$ cat src/rtl/meas_window_ctrl.sv
// Measurement-window controller: arms on start, tracks min/max/peaks/flat runs over
// the ADC stream, closes on peak count, DC run or sample timeout, then holds amp/mean.
module meas_window_ctrl #(
  parameter int DATA_W      = 12,
  parameter int PEAK_LIMIT  = 10,
  parameter int DC_LIMIT    = 100,
  parameter int MAX_SAMPLES = 4096
) (
  input  logic              i_clk,
  input  logic              i_rst,
  input  logic              i_start,
  input  logic              i_continuous,
  input  logic              i_abort,
  input  logic              i_sample_valid,
  input  logic [DATA_W-1:0] i_data_in,
  output logic              o_busy,
  output logic              o_result_valid,
  input  logic              i_result_ack,
  output logic [DATA_W-1:0] o_amp,
  output logic [DATA_W-1:0] o_mean,
  output logic [DATA_W-1:0] o_max_val,
  output logic [DATA_W-1:0] o_min_val,
  output logic [7:0]        o_peaks,
  output logic              o_dc_flag,
  output logic              o_timeout_flag
);

  localparam int DCW = $clog2(DC_LIMIT + 1);
  localparam int CW  = $clog2(MAX_SAMPLES + 1);

  typedef enum logic [2:0] {S_IDLE, S_ARM, S_ACQ, S_CALC, S_DONE} state_t;
  typedef enum logic [1:0] {SL_NONE, SL_RISE, SL_FALL} slope_t;

  state_t            r_state;
  slope_t            r_slope_prev;
  logic [DATA_W-1:0] r_run_min;
  logic [DATA_W-1:0] r_run_max;
  logic [DATA_W-1:0] r_prev;
  logic [7:0]        r_peaks;
  logic [DCW-1:0]    r_dc_run;
  logic [CW-1:0]     r_sample_cnt;
  logic              r_dc_hit;
  logic              r_to_hit;

  logic              r_busy;
  logic              r_result_valid;
  logic [DATA_W-1:0] r_amp;
  logic [DATA_W-1:0] r_mean;
  logic [DATA_W-1:0] r_max_val;
  logic [DATA_W-1:0] r_min_val;
  logic [7:0]        r_peaks_out;
  logic              r_dc_flag;
  logic              r_timeout_flag;

  // Per-sample next values for the ACQ state
  logic              w_rise;
  logic              w_fall;
  logic              w_peak;
  logic [7:0]        w_peaks_nxt;
  logic [DCW-1:0]    w_dc_nxt;
  logic [CW-1:0]     w_cnt_nxt;
  logic [DATA_W-1:0] w_min_nxt;
  logic [DATA_W-1:0] w_max_nxt;
  logic              w_pk_hit;
  logic              w_dc_hit;
  logic              w_to_hit;
  logic              w_close;
  logic [DATA_W-1:0] w_diff;
  logic [DATA_W:0]   w_sum;

  always_comb begin
    w_rise      = i_data_in > r_prev;
    w_fall      = i_data_in < r_prev;
    w_peak      = w_fall && (r_slope_prev == SL_RISE);
    w_peaks_nxt = (w_peak && (r_peaks != 8'hFF)) ? r_peaks + 8'd1 : r_peaks;
    w_dc_nxt    = (w_rise || w_fall) ? '0 : r_dc_run + DCW'(1);
    w_cnt_nxt   = r_sample_cnt + CW'(1);
    w_min_nxt   = (i_data_in <= r_run_min) ? i_data_in : r_run_min;
    w_max_nxt   = (i_data_in >= r_run_max) ? i_data_in : r_run_max;
    // Close conditions use the counts that include the current sample
    w_pk_hit    = ({24'd0, w_peaks_nxt} == 32'(PEAK_LIMIT));
    w_dc_hit    = (w_dc_nxt == DCW'(DC_LIMIT));
    w_to_hit    = (w_cnt_nxt == CW'(MAX_SAMPLES));
    w_close     = w_pk_hit || w_dc_hit || w_to_hit;
    w_diff      = r_run_max - r_run_min;
    w_sum       = {1'b0, r_run_max} + {1'b0, r_run_min};
  end

  always_ff @(posedge i_clk or posedge i_rst) begin
    if (i_rst) begin
      r_state        <= S_IDLE;
      r_slope_prev   <= SL_NONE;
      r_run_min      <= '1;
      r_run_max      <= '0;
      r_prev         <= '0;
      r_peaks        <= '0;
      r_dc_run       <= '0;
      r_sample_cnt   <= '0;
      r_dc_hit       <= 1'b0;
      r_to_hit       <= 1'b0;
      r_busy         <= 1'b0;
      r_result_valid <= 1'b0;
      r_amp          <= '0;
      r_mean         <= '0;
      r_max_val      <= '0;
      r_min_val      <= '0;
      r_peaks_out    <= '0;
      r_dc_flag      <= 1'b0;
      r_timeout_flag <= 1'b0;
    end else if (i_abort) begin
      // Abort keeps the last published result but withdraws its valid
      r_state        <= S_IDLE;
      r_busy         <= 1'b0;
      r_result_valid <= 1'b0;
    end else begin
      case (r_state)
        S_IDLE: begin
          if (i_start) begin
            r_state <= S_ARM;
            r_busy  <= 1'b1;
          end
        end
        S_ARM: begin
          if (i_sample_valid) begin
            r_run_min    <= i_data_in;
            r_run_max    <= i_data_in;
            r_prev       <= i_data_in;
            r_slope_prev <= SL_NONE;
            r_peaks      <= '0;
            r_dc_run     <= '0;
            r_sample_cnt <= CW'(1);
            r_state      <= S_ACQ;
          end
        end
        S_ACQ: begin
          if (i_sample_valid) begin
            r_run_min    <= w_min_nxt;
            r_run_max    <= w_max_nxt;
            r_prev       <= i_data_in;
            r_peaks      <= w_peaks_nxt;
            r_dc_run     <= w_dc_nxt;
            r_sample_cnt <= w_cnt_nxt;
            // Flat steps leave slope history alone so plateau tops still count
            if (w_rise)      r_slope_prev <= SL_RISE;
            else if (w_fall) r_slope_prev <= SL_FALL;
            if (w_close) begin
              r_dc_hit <= w_dc_hit;
              r_to_hit <= w_to_hit;
              r_state  <= S_CALC;
            end
          end
        end
        S_CALC: begin
          r_amp          <= {1'b0, w_diff[DATA_W-1:1]};
          r_mean         <= w_sum[DATA_W:1];
          r_max_val      <= r_run_max;
          r_min_val      <= r_run_min;
          r_peaks_out    <= r_peaks;
          r_dc_flag      <= r_dc_hit;
          r_timeout_flag <= r_to_hit;
          r_result_valid <= 1'b1;
          r_busy         <= 1'b0;
          r_state        <= S_DONE;
        end
        S_DONE: begin
          if (i_result_ack) begin
            r_result_valid <= 1'b0;
            if (i_continuous) begin
              r_state <= S_ARM;
              r_busy  <= 1'b1;
            end else begin
              r_state <= S_IDLE;
            end
          end
        end
        default: begin
          r_state <= S_IDLE;
          r_busy  <= 1'b0;
        end
      endcase
    end
  end

  assign o_busy         = r_busy;
  assign o_result_valid = r_result_valid;
  assign o_amp          = r_amp;
  assign o_mean         = r_mean;
  assign o_max_val      = r_max_val;
  assign o_min_val      = r_min_val;
  assign o_peaks        = r_peaks_out;
  assign o_dc_flag      = r_dc_flag;
  assign o_timeout_flag = r_timeout_flag;

endmodule

$ cat config.mk
export PLATFORM = sky130hd
export DESIGN_NAME = meas_window_ctrl
export DESIGN_NICKNAME = d
export VERILOG_FILES = /design/src/rtl/meas_window_ctrl.sv
export SDC_FILE = /design/constraint.sdc
export NUM_CORES = 1
export LEC_CHECK = 0
export BUFFER_PORTS_ARGS = -buffer_cell sky130_fd_sc_hd__buf_2
export CORE_MARGIN = 1
export CORE_UTILIZATION = 45
export DETAILED_ROUTE_END_ITERATION = 6
export PLACE_DENSITY = 0.66
export SYNTH_ARGS = -nofsm -noshare
export SYNTH_HDL_FRONTEND = slang
export SYNTH_SLANG_ARGS = --single-unit
$ cat constraint.sdc
create_clock -name i_clk -period 4.4 [get_ports i_clk]
set_input_delay 0.22 -clock i_clk [delete_from_list [all_inputs] [get_ports i_clk]]
set_output_delay 0.22 -clock i_clk [all_outputs]
set_load 0.05 [all_outputs]
Yosys cells after proc, flatten, opt, wreduce, memory -nomap -nowiden
Cells that the tools add are included.
{"block": "totals", "ff_bits": 130}
{"block": "classes", "reduce_logical": 19, "magnitude_cmp": 4, "mux": 39, "n_bitwise": 1, "n_addsub": 5, "n_eq_ne": 21}
{"operator": "$mux W12", "count": 5}
{"operator": "$pmux W12 S2", "count": 2}
{"operator": "$mux W13", "count": 2}
{"operator": "$pmux W13 S2", "count": 1}
{"operator": "$mux W8", "count": 3}
{"operator": "$mux W7", "count": 3}
{"operator": "$ne A3 B3 Y1 const B", "count": 7}
{"operator": "$reduce_and A5 Y1", "count": 4}
{"operator": "$mux W3", "count": 6}
{"operator": "$pmux W8 S2", "count": 1}
{"operator": "$pmux W3 S5", "count": 1}
{"operator": "$pmux W7 S2", "count": 1}
{"operator": "$add A12 B12 Y13", "count": 1}
{"operator": "$add A13 B1 Y13 const B", "count": 1}
{"operator": "$eq A13 B13 Y1 const B", "count": 1}
{"operator": "$ge A12 B12 Y1", "count": 1}
{"operator": "$gt A12 B12 Y1", "count": 1}
{"operator": "$le A12 B12 Y1", "count": 1}
{"operator": "$lt A12 B12 Y1", "count": 1}
{"operator": "$reduce_and A4 Y1", "count": 3}
{"operator": "$sub A12 B12 Y12", "count": 1}
{"operator": "$add A8 B1 Y8 const B", "count": 1}
{"operator": "$eq A8 B4 Y1 const B", "count": 1}
{"operator": "$mux W2", "count": 4}
{"operator": "22 further kinds", "count": 36}

Longest topological paths before layout
Gate-level depths: netlist (run 1).
{"block": "logic_depth", "word_depth": 11, "depth_mapped": 11}

Least setup slack after synthesis (run 1)
OpenSTA, ideal clock, no wires.
{"block": "synth_path", "kind": "reg-to-reg", "startpoint": "register r_run_min[1]", "endpoint": "register r_run_min[0]", "stages_incl_launch_ff": 12, "setup_ps": 85, "path_slack_ps": 1859, "path_buffers": 1, "arrival_ps": 2456, "cell_sequence": "dfstp_2 inv_1 ha_1 nor2b_1 o21ai_1 nand2b_1 a21oi_1 nor2_1 o31a_1 o41ai_2 buf_4 mux2_1"}
{"block": "synth_between", "elab_chain_cells": 3}
{"item": "start: declaration", "line": "36", "rtl": "logic [DATA_W-1:0] r_run_min;"}
{"item": "start signal: assignment", "line": "125", "rtl": "r_run_min <= i_data_in;"}
{"item": "start signal: assignment", "line": "137", "rtl": "r_run_min <= w_min_nxt;"}
{"item": "$le A12 B12 Y1", "line": "78", "rtl": "w_min_nxt = (i_data_in <= r_run_min) ? i_data_in : r_run_min;"}
{"item": "$ne A2 B2 Y1 (no source line)"}
{"item": "$reduce_and A5 Y1 (no source line)"}
Every way passes these cells.
A chain may end at the register's enable or synchronous reset.

Worst setup path in the final report (run 1)
{"block": "layout_path", "startpoint": "register r_state[2]", "endpoint": "register r_run_max[7]"}
{"block": "layout_between", "elab_chain_cells": 3, "elab_cells_between_ends": 8, "classes_between": "eq/ne: 5; mux: 1; reduce/logical: 2"}
{"item": "start: declaration", "line": "34", "rtl": "state_t r_state;"}
{"item": "start signal: assignment", "line": "91", "rtl": "r_state <= S_IDLE;"}
{"item": "start signal: assignment", "line": "112", "rtl": "r_state <= S_IDLE;"}
{"item": "start signal: assignment", "line": "119", "rtl": "r_state <= S_ARM;"}
{"item": "$eq A3 B2 Y1 or $eq A3 B1 Y1 (tied branches)", "line": "116", "rtl": "case (r_state)"}
{"item": "$ne A2 B2 Y1 (no source line) or $reduce_bool A2 Y1 (tied branches)"}
{"item": "$reduce_and A5 Y1 (no source line)"}
{"item": "end signal: assignment", "line": "126", "rtl": "r_run_max <= i_data_in;"}
{"item": "end signal: assignment", "line": "138", "rtl": "r_run_max <= w_max_nxt;"}
{"item": "end: declaration", "line": "37", "rtl": "logic [DATA_W-1:0] r_run_max;"}
Parallel ways exist; a longest one is shown, timed or not.

==> results of run 1 <==
==> where the power goes <==
part           internal, W  total (W)  switching [W]
logic              0.00112    0.00315        0.00204
registers          0.00163    0.00191       0.000278
clock network     0.000866    0.00137       0.000502
==> critical path, cell delays in order (launching register included) <==
cell and delay, ns:
sky130_fd_sc_hd__dfrtp_1 0.50, sky130_fd_sc_hd__nor2_1 0.33, sky130_fd_sc_hd__nand3_1 0.66, sky130_fd_sc_hd__a21oi_1 1.10, sky130_fd_sc_hd__mux2_2 0.42
==> layout by cell type (no fill, tap or decap), types with 10 or more instances in the layout <==
cell / netlist / final
sky130_fd_sc_hd__buf_2: 8 / 77
sky130_fd_sc_hd__ha_1: 60 / 60
sky130_fd_sc_hd__mux2_2: 16 / 16
sky130_fd_sc_hd__clkbuf_16: 0 / 17
sky130_fd_sc_hd__nor2_1: 37 / 37
sky130_fd_sc_hd__dfstp_2: 12 / 12
sky130_fd_sc_hd__xnor2_1: 18 / 18
sky130_fd_sc_hd__nand3_1: 21 / 20
sky130_fd_sc_hd__mux2_1: 10 / 10
sky130_fd_sc_hd__a21oi_1: 38 / 38
sky130_fd_sc_hd__nor3_1: 18 / 18
sky130_fd_sc_hd__nor2b_1: 10 / 10
sky130_fd_sc_hd__nand2_1: 142 / 142
sky130_fd_sc_hd__o21ai_0: 90 / 90
sky130_fd_sc_hd__dfrtp_1: 118 / 118
sky130_fd_sc_hd__nand2b_1: 11 / 11
sky130_fd_sc_hd__o31ai_1: 12 / 12
sky130_fd_sc_hd__inv_1: 45 / 44
sky130_fd_sc_hd__nand4_1: 11 / 11
sky130_fd_sc_hd__o21ai_1: 22 / 22
==> how the worst max path moves through the flow <==
stage,from,endpoint,slack (ns),cells after the start
4_1_cts,r_state[2]$_DFFE_PP0P_,r_run_max[1]$_DFFE_PP0P_,1.22,4
2_1_floorplan,i_rst,o_amp[0]$_DFFE_PP0P_,0.73,1
3_5_place_dp,r_state[2]$_DFFE_PP0P_,r_run_max[1]$_DFFE_PP0P_,1.27,4
3_3_place_gp,r_state[2]$_DFFE_PP0P_,r_run_max[11]$_DFFE_PP0P_,1.28,4
5_1_grt,r_state[2]$_DFFE_PP0P_,r_run_max[7]$_DFFE_PP0P_,1.03,4
6_report,r_state[2]$_DFFE_PP0P_,r_run_max[7]$_DFFE_PP0P_,1.28,4
==> cells by family (layout without fill, tap and decap cells) <==
group           Yosys count  count (layout)  share of synthesized area, %
compound gates          207             207                         16.59
mux                      29              29                         4.332
other cells               1               1                       0.05033
flops                   130             130                         43.86
simple gates            279             279                         17.28
xor+xnor                 22              22                         2.586
fa+ha+maj                62              62                         10.61
buf+inv                  86             161                         4.685
==> flip-flops by register name, summed over array words and instances (netlist names), 2 cells and up <==
| name | count |
|---|---|
| o_peaks | 8 |
| r_sample_cnt | 13 |
| r_run_min | 12 |
| o_amp | 11 |
| r_dc_run | 7 |
| r_prev | 12 |
| r_run_max | 12 |
| o_min_val | 12 |
| r_slope_prev | 2 |
| r_state | 3 |
| o_max_val | 12 |
| o_mean | 12 |
| r_peaks | 8 |
==> per-layer routing <==
metal	track usage, %	wire [microns]
met5	0	0
met4	6.288	184
met3	4.397	618
met2	29.79	7001
met1	30.58	8198
==> stage by stage <==
step | power (W) | setup slack, ns
after floorplan | 0.004403 | 0.7305
after global placement | 0.005049 | 1.284
after detailed placement | 0.005091 | 1.267
after CTS | 0.006481 | 1.224
after global routing | 0.006962 | 1.032
final | 0.006428 | 1.278
==> final cells by class <==
class / count / area (sq um)
Tap cell: 216 / 270.3
Timing Repair Buffer: 84 / 440.4
Clock buffer: 28 / 526.8
Sequential cell: 130 / 3268
Inverter: 45 / 171.4
Clock inverter: 4 / 47.55
Multi-Input combinational cell: 600 / 3846
Fill cell: 1506 / 7430
==> flow_results.org, run 1 <==
** Timing
- Setup repair after global routing left no endpoint under its margin.
- Final critical-path share of the clock period :: 70.96%
- Worst-case headroom to the max-slew limit :: 27.97%
- Setup violations remaining at the end of the flow were counted as 0.
- Across the routed clock network, the largest skew measured is 0.008927 ns.
- Sum of negative setup slack :: 0 ns
- Static timing analysis puts the maximum clock frequency at 320.3 MHz.
- Fin. max-slew vios :: 0
- The tightest hold path in the finished design has a slack of 0.05734 ns.
- Final hold viol count :: 0
- Least-Margin Pin Slew :: 1.080 ns
- The worst path needs 3.122 ns of the cycle, external delays included.

** CTS
- Buffers inserted to repair hold after CTS numbered 1.
- Gates resized during post-CTS repair numbered 0.
- TritonCTS buffer count :: 17
- Number of clock sinks seen by CTS :: 130
- TritonCTS built the clock tree.
- The tree is rooted in a sky130_fd_sc_hd__clkbuf_16.
- Counting along the longest clock path gives a buffer depth of 2.
- Worst-Skew Late Latency :: 0.42 ns
- Post-CTS Setup Inserts :: 0
- Deepest level of the CTS H-tree :: 4
- Clk pin slew, worst setup/hold paths :: 0.05 ns

** Drt
- The final route contains 5857 vias.
- Final WL :: 16000 microns
- Iteration-0 DRC count of the detailed router :: 424
- In the routed design, unresolved DRC markers number 0.
- Via density per instance :: 5.291
- Per-cell routed wire length :: 14.46 microns
- ANT nets after route :: 0
- The pre-antenna-repair detailed-routing pass consisted of 5 iterations.

** Synthesis
- Of the synthesized area, sequential elements account for 43.86%.
- Leading cell types by total area after synthesis :: sky130_fd_sc_hd__dfrtp_1 40%, sky130_fd_sc_hd__ha_1 10%, sky130_fd_sc_hd__nand2_1 7.2%
- A synthesized cell averages 9.131 sq um.
- Synthesis inferred 130 register bits.
- Summed over all instances, the cell type with the most area after synthesis is sky130_fd_sc_hd__dfrtp_1.
- Fraction of synthesis flops using an asynchronous set or reset pin :: 100.0%
- For this run, the number of Yosys warnings is 0.
- After technology mapping, the gate count stands at 816.
- In this run the biggest area consumer among cell types represents 39.63% of the synthesized area.
- Count of different cell masters after synthesis :: 64
- Post-Synthesis Cell Area :: 0.007451 sq mm
- Cell with the most instances after synthesis :: sky130_fd_sc_hd__nand2_1
- Post-synthesis net count :: 897
- Most frequent cells after synthesis :: 142 x sky130_fd_sc_hd__nand2_1, 118 x sky130_fd_sc_hd__dfrtp_1, 90 x sky130_fd_sc_hd__o21ai_0, 60 x sky130_fd_sc_hd__ha_1, 45 x sky130_fd_sc_hd__inv_1
- Commonest register cell after synthesis :: sky130_fd_sc_hd__dfrtp_1
- The synthesized design contains 0 enable-type register cells.

** Floorplan
- The region available for standard cell placement spans 0.01600 sq mm.
- Floorplan die width :: 130.7 microns
- Starting utilization of the core area :: 46.57%
- Total number of placement rows :: 46
- The floorplan step defined a die boundary enclosing 0.01708 sq mm.
- Chip height :: 130.7 microns
- Pin placement for this block handled 79 I/O pins.

** Min path
- The worst hold path passes through 2 cells.
- The startpoint identified for the worst hold timing path is i_data_in[0].
- Type of the tightest min-delay check :: in2reg
- For hold timing, the worst endpoint is r_run_min[0]$_DFFE_PP1P_.

** Global routing
- Global-route wire length before repair :: 27020 microns
- Via count of the first global-routing pass :: 5306
- Total congestion overflow after global routing :: 0
- Global routing used 20.58% of the available tracks.
- Entering global routing, the biggest net connects 103 pins.
- The number of antenna violations at the first check in global routing came to 0.

** Setup path
- Required @ worst endpoint :: 4.70 ns
- Worst-case reg-to-reg path depth :: 4
- In this run the register-to-register setup slack is 1.28 ns.
- Reg2Reg Launch Point :: r_state[2]$_DFFE_PP0P_
- Data on the critical path arrives at its endpoint at 3.42 ns.
- Critical R2R Capture :: r_run_max[7]$_DFFE_PP0P_
- Maximum fanout along the worst path :: 19
- Critical setup path kind :: reg2reg
- STA classifies the critical path startpoint as a flop.
- Setup crit end kind :: flop

** Power and ir drop
- Power Density :: 750.0 mW/mm^2
- Maximum vdd ir drop :: 0.3710 mV
- Leakage power of the design :: 4.050 nW

** Cells and area
- Final Cell Area :: 0.008571 sq mm
- For this run, the number of standard cells in the final layout without fillers is 1107.
- Area growth from synthesis to final layout :: 15.03%
- Fraction of layout cells with a size suffix above 1 :: 16.72%
- Measured on the finished design, the core utilization comes to 53.57%.
- Antenna cells :: 0
- In the final design database the tool counted 959 nets.

** Place
- Port buffering added 77 buffers.
- In this run the cell area measured after placement is 0.007986 sq mm.
- Cell count after placement :: 1074
- At the end of routability-driven placement, the weighted congestion stood at 0.8220.
- Detailed Place HPWL :: 11570 microns

** Status
- Outcome :: complete, no violations

** Flow run
- Across the run, the number of max-cap violations was 0.
(Power assumes the default switching activity.)
==> run 2: changes to the inputs <==
--- a/config.mk
+++ b/config.mk
@@ -5,6 +5,7 @@
 export SDC_FILE = /design/constraint.sdc
 export NUM_CORES = 1
 export LEC_CHECK = 0
+export ABC_AREA = 1
 export BUFFER_PORTS_ARGS = -buffer_cell sky130_fd_sc_hd__buf_2
 export CORE_MARGIN = 1
 export CORE_UTILIZATION = 45
==> constraint.sdc (replaced) <==
create_clock -name i_clk -period 2.98 [get_ports i_clk]
set_input_delay 0.149 -clock i_clk [delete_from_list [all_inputs] [get_ports i_clk]]
set_output_delay 0.149 -clock i_clk [all_outputs]
set_load 0.05 [all_outputs]
==> run 2 against run 1 <==
  * Synthesized area increased by 1.5%
  * Synthesized cell count increased by 14%
  * Flip-flop and latch count unchanged
  * Die area increased by 1.5%
  * Power increased by 62%
  * Sequential share of layout area decreased by 1.1 points
  * Critical path type unchanged
  * Largest cell class unchanged
==> flow_results.org, run 2 <==
** Setup path
- Counting both buffers and inverters, the worst setup path holds a total of 2.
- Required @ worst endpoint :: 3.27 ns
- The cell family contributing the most delay on the critical path is compound AO/OA/AOI/OAI gates.
- Worst Setup Start Kind :: flop
- The number of cells on the worst reg-to-reg path is 12.
- Among all stages on the critical path, the largest delay is contributed by sky130_fd_sc_hd__dfstp_2.
- For this run, the slowest stage of the critical path takes 0.53 ns.
- Setup slack, reg-to-reg :: 0.54 ns
- The worst register-to-register path begins at r_run_min[2]$_DFFE_PP1P_.
- Critical R2R Capture :: o_mean[8]$_DFFE_PP0P_
- The signal on the critical path passes through inv_1 -> ha_1 -> inv_1 -> a21oi_1 -> nand2_1 -> nand2_1 -> nand2_1 -> a21oi_1 -> o21ai_0 -> a21oi_1 -> xor2_1 -> o21ai_0.
- At the worst endpoint, the arrival time is 2.73 ns.
- STA classifies the critical path endpoint as a flop.
- By startpoint and endpoint, the worst setup path is classified as reg2reg.
- Of all nets on the critical path, the largest fanout is 8.

** Synthesis
- Area share of fa/ha/maj cells after synthesis :: 10.45%
- Yosys warning count :: 0
- Area fraction in compound gates after synthesis :: 13.58%
- Synth Area in XOR/XNOR :: 2.663%
- After synthesis, the mean cell area works out to 8.134 sq um.
- Dominant combinational cell family by area after synthesis :: simple AND/OR/NAND/NOR gates
- Fraction of synthesis flops using an asynchronous set or reset pin :: 100.0%
- Cell type with the highest aggregate area in the netlist :: sky130_fd_sc_hd__dfrtp_1
- Leading cell types by total area after synthesis :: sky130_fd_sc_hd__dfrtp_1 39%, sky130_fd_sc_hd__nand2_1 11%, sky130_fd_sc_hd__ha_1 9.9%
- Synthesis handed over a netlist of 930 instances.
- Cell with the most instances after synthesis :: sky130_fd_sc_hd__nand2_1
- Measured against the total synthesized area, the mux share comes to 0.1323%.
- Commonest register cell after synthesis :: sky130_fd_sc_hd__dfrtp_1
- Synth top area share :: 39.03%
- Post-synthesis net count :: 1011
- Summing the sequential cell areas from Yosys gives 43.20% of the chip area.
- Count of different cell masters after synthesis :: 47
- In this run the cell area of the synthesized design comes to 0.007565 sq mm.
- Post-synth EDFFs :: 0
- Most frequent cells after synthesis :: 225 x sky130_fd_sc_hd__nand2_1, 118 x sky130_fd_sc_hd__dfrtp_1, 116 x sky130_fd_sc_hd__inv_1, 85 x sky130_fd_sc_hd__o21ai_0, 60 x sky130_fd_sc_hd__ha_1
- Post-synthesis share of cell area spent on and, or, nand and nor gates :: 21.90%
- Yosys reg bits :: 130

** Timing
- The final-report max-slew violation count is 0.
- Worst-case hold slack :: 0.02342 ns
- For the final routed database, the setup TNS stands at 0 ns.
- Setup ws final :: 0.5372 ns
- Derived from the worst setup path, the maximum achievable clock frequency is 409.4 MHz.
- The clock period could shrink to 2.443 ns.
- Measured against its own limit, the worst slew margin works out to 41.80%.
- Setup violations remaining at the end of the flow were counted as 0.
- Post-route clock skew :: 0.006157 ns
- At the pin with the least slew margin, the transition time is 0.8717 ns.
- RSZ-0062 raised after global routing :: no
- The final critical path takes up 81.97% of the cycle.
- Final hold viol count :: 0

** Cells and area
- Leading cell type in the layout, fill and taps excluded :: sky130_fd_sc_hd__nand2_1
- Commonest cells after routing, fill and taps aside :: 225 x sky130_fd_sc_hd__nand2_1, 118 x sky130_fd_sc_hd__dfrtp_1, 115 x sky130_fd_sc_hd__inv_1
- The finished cells cover 0.008828 sq mm.
- Fraction of layout cells with a size suffix above 1 :: 16.19%
- Relative to the synthesized area, the layout overhead comes to 16.71%.
- The register with the most flip-flops in the layout has 13 of them.
- Antenna cells :: 0
- Register with the most flip-flops :: r_sample_cnt
- Number of nets in the final layout :: 1087

** Drt
- In the routed design, unresolved DRC markers number 0.
- Dividing the detail-routed via count by the number of cells gives 5.100.
- The final layout contains routed wiring with a total length of 18660 microns.
- Dividing the detail-routed wire length by the instance count gives 15.06 microns.
- The first detailed-routing pass took 4 iterations.
- Detailed routing inserted a total of 6319 vias.
- Iteration-0 DRC count of the detailed router :: 307
- ANT nets after route :: 0

** Status
- The run finished with clean final reports.

** Power and ir drop
- Leakage power of the design :: 4.476 nW
- Power Density :: 1181 mW/mm^2
- The worst-case IR drop observed on VDD is 0.5336 mV.

** Place
- At the end of routability-driven placement, the weighted congestion stood at 0.8917.
- Port buffering added 77 buffers.
- Timing analysis after detailed placement gives a worst setup slack of 0.5839 ns.
- Placed inst area :: 0.008169 sq mm
- Detailed Place HPWL :: 13810 microns

** Min path
- Sink of the worst hold path :: r_state[2]$_DFFE_PP0P_
- WHS Path Cells :: 4
- Worst min-delay path startpoint :: i_result_ack
- The min-delay analysis places its worst path in the category in2reg.

** CTS
- Clk pin slew, worst setup/hold paths :: 0.06 ns
- Counting along the longest clock path gives a buffer depth of 2.
- Post-CTS Setup Inserts :: 0
- TritonCTS built the clock tree.
- TritonCTS buffer count :: 17
- Number of clock sinks seen by CTS :: 130
- Buffer type at the clock tree root :: sky130_fd_sc_hd__clkbuf_16
- Worst-Skew Late Latency :: 0.42 ns
- Deepest level of the CTS H-tree :: 4

** Global routing
- After global routing the overflow that remains totals 0.
- Maximum number of pins on one net before global-route repair :: 113
- Across every metal layer, demand over resource in global routing totals 22.67%.
- The via count of the first global-routing pass was 6089.
- The number of antenna violations at the first check in global routing is 0.
- The first global-routing pass estimated 30650 microns of wire.

** Floorplan
- Starting utilization of the core area :: 45.78%
- During I/O placement, the number of pins put on the boundary was 79.
- The floorplan step defined a core boundary enclosing 0.01652 sq mm.
- Floorplan die width :: 131.7 microns
- Chip height :: 131.7 microns
- The die covers 0.01733 sq mm.
- The floorplan has 47 rows.

** Flow run
- Number of maximum-capacitance constraint violations :: 0
run 2: cell count changes after synthesis, sizes merged, moves of 16 or more:
cell / before / now
nand2: 142 / 235
inv: 45 / 120
nor2: 37 / 71
mux2: 26 / 0
nand3: 21 / 42
o21ai: 113 / 93
xor2: 4 / 21
xnor2: 18 / 2
run 2: kinds of logic (layout without fill, tap and decap cells):
group	count (synthesis)	in the layout
mux	1	1
buf+inv	152	241
fa+ha+maj	62	62
other cells	1	1
flops	130	130
xor+xnor	23	23
compound gates	181	181
simple gates	380	380
run 2: area by class of cell:
type	instances	area, sq um
Timing Repair Buffer	88	498.0
Fill cell	1568	7696
Inverter	121	457.9
Clock inverter	9	151.4
Sequential cell	130	3268
Multi-Input combinational cell	648	3690
Tap cell	220	275.3
Clock buffer	23	488.0
run 2: worst max path at each step:
stage                                         start                       end  slack (ns)  cells after the start
after floorplan            r_run_min[2]$_DFFE_PP1P_     o_mean[8]$_DFFE_PP0P_        0.87                     13
after global routing       r_run_min[2]$_DFFE_PP1P_     o_mean[8]$_DFFE_PP0P_        0.39                     12
after detailed placement   r_run_min[2]$_DFFE_PP1P_     o_mean[8]$_DFFE_PP0P_        0.58                     12
final                      r_run_min[2]$_DFFE_PP1P_     o_mean[8]$_DFFE_PP0P_        0.54                     12
after CTS                  r_run_min[2]$_DFFE_PP1P_     o_mean[8]$_DFFE_PP0P_        0.55                     12
after global placement    r_run_min[11]$_DFFE_PP1P_  r_run_min[5]$_DFFE_PP1P_        0.60                      9
run 2: per-layer routing:
metal	track usage (%)	up-vias	routed length (microns)
met5	0	-	0
li1	-	3222	-
met4	10.08	0	548
met3	3.472	35	567
met2	38.01	118	9084
met1	28.88	2944	8464
run 2: what timing repair did:
action	in CTS	in global routing
gates resized for setup	0	0
hold buffers	2	0
hold endpoints to repair	19	0
run 2: through the flow:
stage / utilization, % / instances / power, W
finish: 53.43 / 1239 / 0.01043
detailed placement: 49.44 / 1205 / 0.008205
global route: 53.43 / 1239 / 0.01117
floorplan: - / 930 / 0.006828
global placement: 49.44 / 1205 / 0.008142
CTS: 53.43 / 1239 / 0.01050
run 2: worst register-to-register path: stages (launching register included):
cell                      delay [ns]
sky130_fd_sc_hd__dfstp_2        0.53
sky130_fd_sc_hd__inv_1          0.08
sky130_fd_sc_hd__ha_1           0.45
sky130_fd_sc_hd__inv_1          0.10
sky130_fd_sc_hd__a21oi_1        0.15
sky130_fd_sc_hd__nand2_1        0.11
sky130_fd_sc_hd__nand2_1        0.10
sky130_fd_sc_hd__nand2_1        0.06
sky130_fd_sc_hd__a21oi_1        0.18
sky130_fd_sc_hd__o21ai_0        0.16
sky130_fd_sc_hd__a21oi_1        0.19
sky130_fd_sc_hd__xor2_1         0.15
sky130_fd_sc_hd__o21ai_0        0.08
run 2: power breakdown:
part	internal [W]	switching, W	total (W)
registers	0.00249	0.000462	0.00296
clock network	0.00149	0.000759	0.00225
logic	0.00150	0.00373	0.00523
total	0.00548	0.00495	0.0104
==> run 3: changes to the inputs <==
--- a/config.mk
+++ b/config.mk
@@ -5,7 +5,7 @@
 export SDC_FILE = /design/constraint.sdc
 export NUM_CORES = 1
 export LEC_CHECK = 0
-export ABC_AREA = 1
+export ABC_AREA = 0
 export BUFFER_PORTS_ARGS = -buffer_cell sky130_fd_sc_hd__buf_2
 export CORE_MARGIN = 1
 export CORE_UTILIZATION = 45
==> constraint.sdc (replaced) <==
create_clock -name i_clk -period 2.5 [get_ports i_clk]
set_input_delay 0.125 -clock i_clk [delete_from_list [all_inputs] [get_ports i_clk]]
set_output_delay 0.125 -clock i_clk [all_outputs]
set_load 0.05 [all_outputs]
==> run 3 against run 2 <==
  * The flow now finishes with violations (setup timing)
  * Global-route usage down 0.96 points
  * Non-clock buffer count up 47
  * Via count down 2.2%
  * First-iteration DRC count up 32%
  * Clock power up 17%
  * Core utilization up 4.6 points
  * Critical path type unchanged
  * Highest routed layer unchanged
  * Register-to-register slack worse by 0.55 ns
==> flow_results.org, run 3 (synthesis results as in run 1) <==
** Setup path
- Critical setup path kind :: reg2reg
- Maximum fanout along the worst path :: 4
- The worst register-to-register path has a depth of 9.
- Arrival @ worst endpoint :: 2.81 ns
- The endpoint identified for the worst register-to-register timing path is o_mean[10]$_DFFE_PP0P_.
- Setup slack on the worst reg-to-reg path comes out at -0.009 ns.
- Worst setup path startpoint :: r_run_min[1]$_DFFE_PP1P_
- Required @ worst endpoint :: 2.81 ns
- Following the worst setup path forward leads to its endpoint at o_mean[10]$_DFFE_PP0P_.
- Setup crit end kind :: flop
- The worst setup path is launched from a flop.
- Reg2Reg Launch Point :: r_run_min[1]$_DFFE_PP1P_

** Power and ir drop
- IR analysis of the VDD net gives a maximum drop of 0.6799 mV.
- Clock group share of total power :: 20.8%
- The internal power of the cells totals 0.007248 W.
- The share of total power dissipated in combinational logic is 52.8%.
- For this design the total switching power over the nets is 0.005432 W.
- Net switching is 42.84% of the power.
- For this design the ratio of total power to cell area is 1366 mW/mm^2.
- Share of total power in sequential cells :: 26.4%
- The analysis attributes to cell leakage a power of 4.369 nW.
- After layout, the design draws a total of 0.01268 W.

** Timing
- Setup violations remaining at the end of the flow were counted as 1.
- At the pin with the least slew margin, the transition time is 0.7222 ns.
- On the final layout, the worst clock skew is 0.006065 ns.
- Setup repair after global routing could not meet its margin everywhere.
- Setup ws final :: -0.009194 ns
- After layout, the minimum clock period comes to 2.509 ns.
- The worst path uses 100.4% of the clock period.
- Worst-case headroom to the max-slew limit :: 51.85%
- Final hold viol count :: 0
- The final-report max-slew violation count was 0.
- Maximum operating frequency :: 398.5 MHz

** CTS
- The clock drives 130 sinks.
- Clk pin slew, worst setup/hold paths :: 0.06 ns
- TritonCTS built the clock tree.
- TritonCTS buffer count :: 17
- Max Root-Sink Buffers :: 2
- The root buffer cell chosen for the clock tree is sky130_fd_sc_hd__clkbuf_16.
- Deepest level of the CTS H-tree :: 4
- Worst-Skew Late Latency :: 0.42 ns

** Cells and area
- Final core utilization :: 58.03%
- More flip-flops sit in one register than any other, and that register is r_sample_cnt.
- Antenna cells :: 0
- For this run, the post-layout net count is 1010.
- Of the cells placed in the final design, the portion with a size suffix greater than 1 is 25.80%.
- The register with the most flip-flops in the layout has 13 of them.
- Area growth from synthesis to final layout :: 24.62%
- Number of cells in the finished layout apart from fillers :: 1158
- Commonest cells after routing, fill and taps aside :: 142 x sky130_fd_sc_hd__nand2_1, 118 x sky130_fd_sc_hd__dfrtp_1, 88 x sky130_fd_sc_hd__o21ai_0
- Leading cell type in the layout, fill and taps excluded :: sky130_fd_sc_hd__nand2_1

** Drt
- Number of iterations in the first detailed-routing pass :: 5
- After the first detailed-routing iteration, the DRC count stood at 406.
- For this run, design rule violations remaining after detail routing come to 0.
- Detailed-routed wire length on met3 :: 583 microns
- Signal routing reaches up to met4.
- The final layout contains routed wiring with a total length of 17630 microns.
- Total vias in the final route :: 6177
- Length of routed wiring on met1 :: 8915 microns
- Using the TritonRoute via totals, the vias-per-cell ratio works out to 5.334.
- Per-cell routed wire length :: 15.23 microns
- In this run the remaining antenna-violating nets after routing total 0.
- Total met2 wirelength after detailed routing :: 7886 microns

** Global routing
- Antenna violations before repair :: 0
- The first global-routing pass estimated 28490 microns of wire.
- Global routing consumed, over all layers together, 21.71% of the routing resources.
- Total congestion overflow after global routing :: 0
- The via count of the first global-routing pass was 5686.
- Entering global routing, the biggest net connects 131 pins.

** Min path
- The min-delay analysis places its worst path in the category in2reg.
- WHS Path Cells :: 4

** Place
- Number of buffers added on ports :: 77
- After detailed placement, the design holds a cell count of 1118.
- Routability congestion estimate from global placement :: 0.8256
- Detailed Place HPWL :: 12310 microns

** Floorplan
- The floorplan step defined a die boundary enclosing 0.01708 sq mm.
- For this configuration, the core starts out at a cell density of 46.57%.
- Number of ports placed on the die boundary :: 79
- Std-Cell Core Area :: 0.01600 sq mm
- Total number of placement rows :: 46
- Floorplan die width :: 130.7 microns
- The die is 130.7 microns tall.

** Status
- The final reports fail on setup timing.
- The flow ran to the end, but the final reports show violations.

** Flow run
- The tool flagged a number of max-cap violations equal to 0.
## run 3: changes by cell type in the layout (fill, tap and decap cells not counted), sizes merged, moves of 11 or more
cell    before  now
o22ai       14    1
nor3         8   19
nand3       42   21
xnor2        2   18
nor2        71   37
o21ai       93  113
xor2        21    4
mux2         0   26
nand2      235  142
inv        119   44
nand2b       0   11
o31ai        2   13
buf         86  132
## run 3: what timing repair did
item                                    4_1_cts  5_1_grt
pin swaps                                     0       13
endpoints found under the setup margin       15       34
gates resized for setup                      12       40
hold buffers                                  3        0
setup buffers                                 0        5
endpoints found under the hold margin       122        0
## run 3: metrics by stage
step                      hold WS, ns  instance area, sq um  setup TNS [ns]  worst slack (ns)
after floorplan                0.1914                  7455         -0.1287          -0.01287
after global placement         0.3753                  8343         -0.2297           -0.1472
after detailed placement       0.3859                  8343         -0.8398           -0.1507
after CTS                    0.006814                  9044        -0.03884          -0.02967
after global routing          0.03046                  9285         -0.6976           -0.1401
final                         0.03392                  9285       -0.009194         -0.009194
## run 3: metal layers
layer | track usage [%] | vias up
met1 | 31.43 | 2966
met5 | 0 | -
met2 | 32.65 | 126
met4 | 6.964 | 0
li1 | - | 3066
met3 | 4.153 | 19
## run 3: area by class of cell
class,count,area (sq um)
timing repair buffer,135,853.3
clock buffer,23,467.9
fill,1407,6715
sequential,130,3268
multi-input combinational,600,4096
inverter,45,175.2
clock inverter,9,153.9
tap,216,270.3
## run 3: power groups by stage
stage | Clock, W | Sequential [W] | Combinational [W]
after floorplan | 0 | 0.00449 | 0.00326
after global placement | 0 | 0.00332 | 0.00595
after detailed placement | 0 | 0.00336 | 0.00603
after CTS | 0.00269 | 0.00333 | 0.00619
after global routing | 0.00277 | 0.00344 | 0.00735
final | 0.00264 | 0.00335 | 0.00669
## run 3: worst min path at each step
stage | start | end | slack [ns]
6_report | i_result_ack | o_result_valid$_DFFE_PP0P_ | 0.03
5_1_grt | i_data_in[3] | r_prev[3]$_DFFE_PP0P_ | 0.03
4_1_cts | i_data_in[5] | r_prev[5]$_DFFE_PP0P_ | 0.007
3_5_place_dp | i_data_in[0] | r_run_min[0]$_DFFE_PP1P_ | 0.39
3_3_place_gp | i_data_in[0] | r_run_min[0]$_DFFE_PP1P_ | 0.38
2_1_floorplan | i_abort | r_state[2]$_DFFE_PP0P_ | 0.19
## run 3: critical path, stage by stage, from the launching register on
cell and delay [ns]:
sky130_fd_sc_hd__dfstp_2 0.55, sky130_fd_sc_hd__inv_4 0.06, sky130_fd_sc_hd__ha_1 0.29, sky130_fd_sc_hd__or2_1 0.26, sky130_fd_sc_hd__a221oi_2 0.33, sky130_fd_sc_hd__a21oi_2 0.10
sky130_fd_sc_hd__a221o_1 0.37, sky130_fd_sc_hd__o31ai_2 0.21, sky130_fd_sc_hd__xnor2_1 0.15, sky130_fd_sc_hd__o21ai_1 0.07
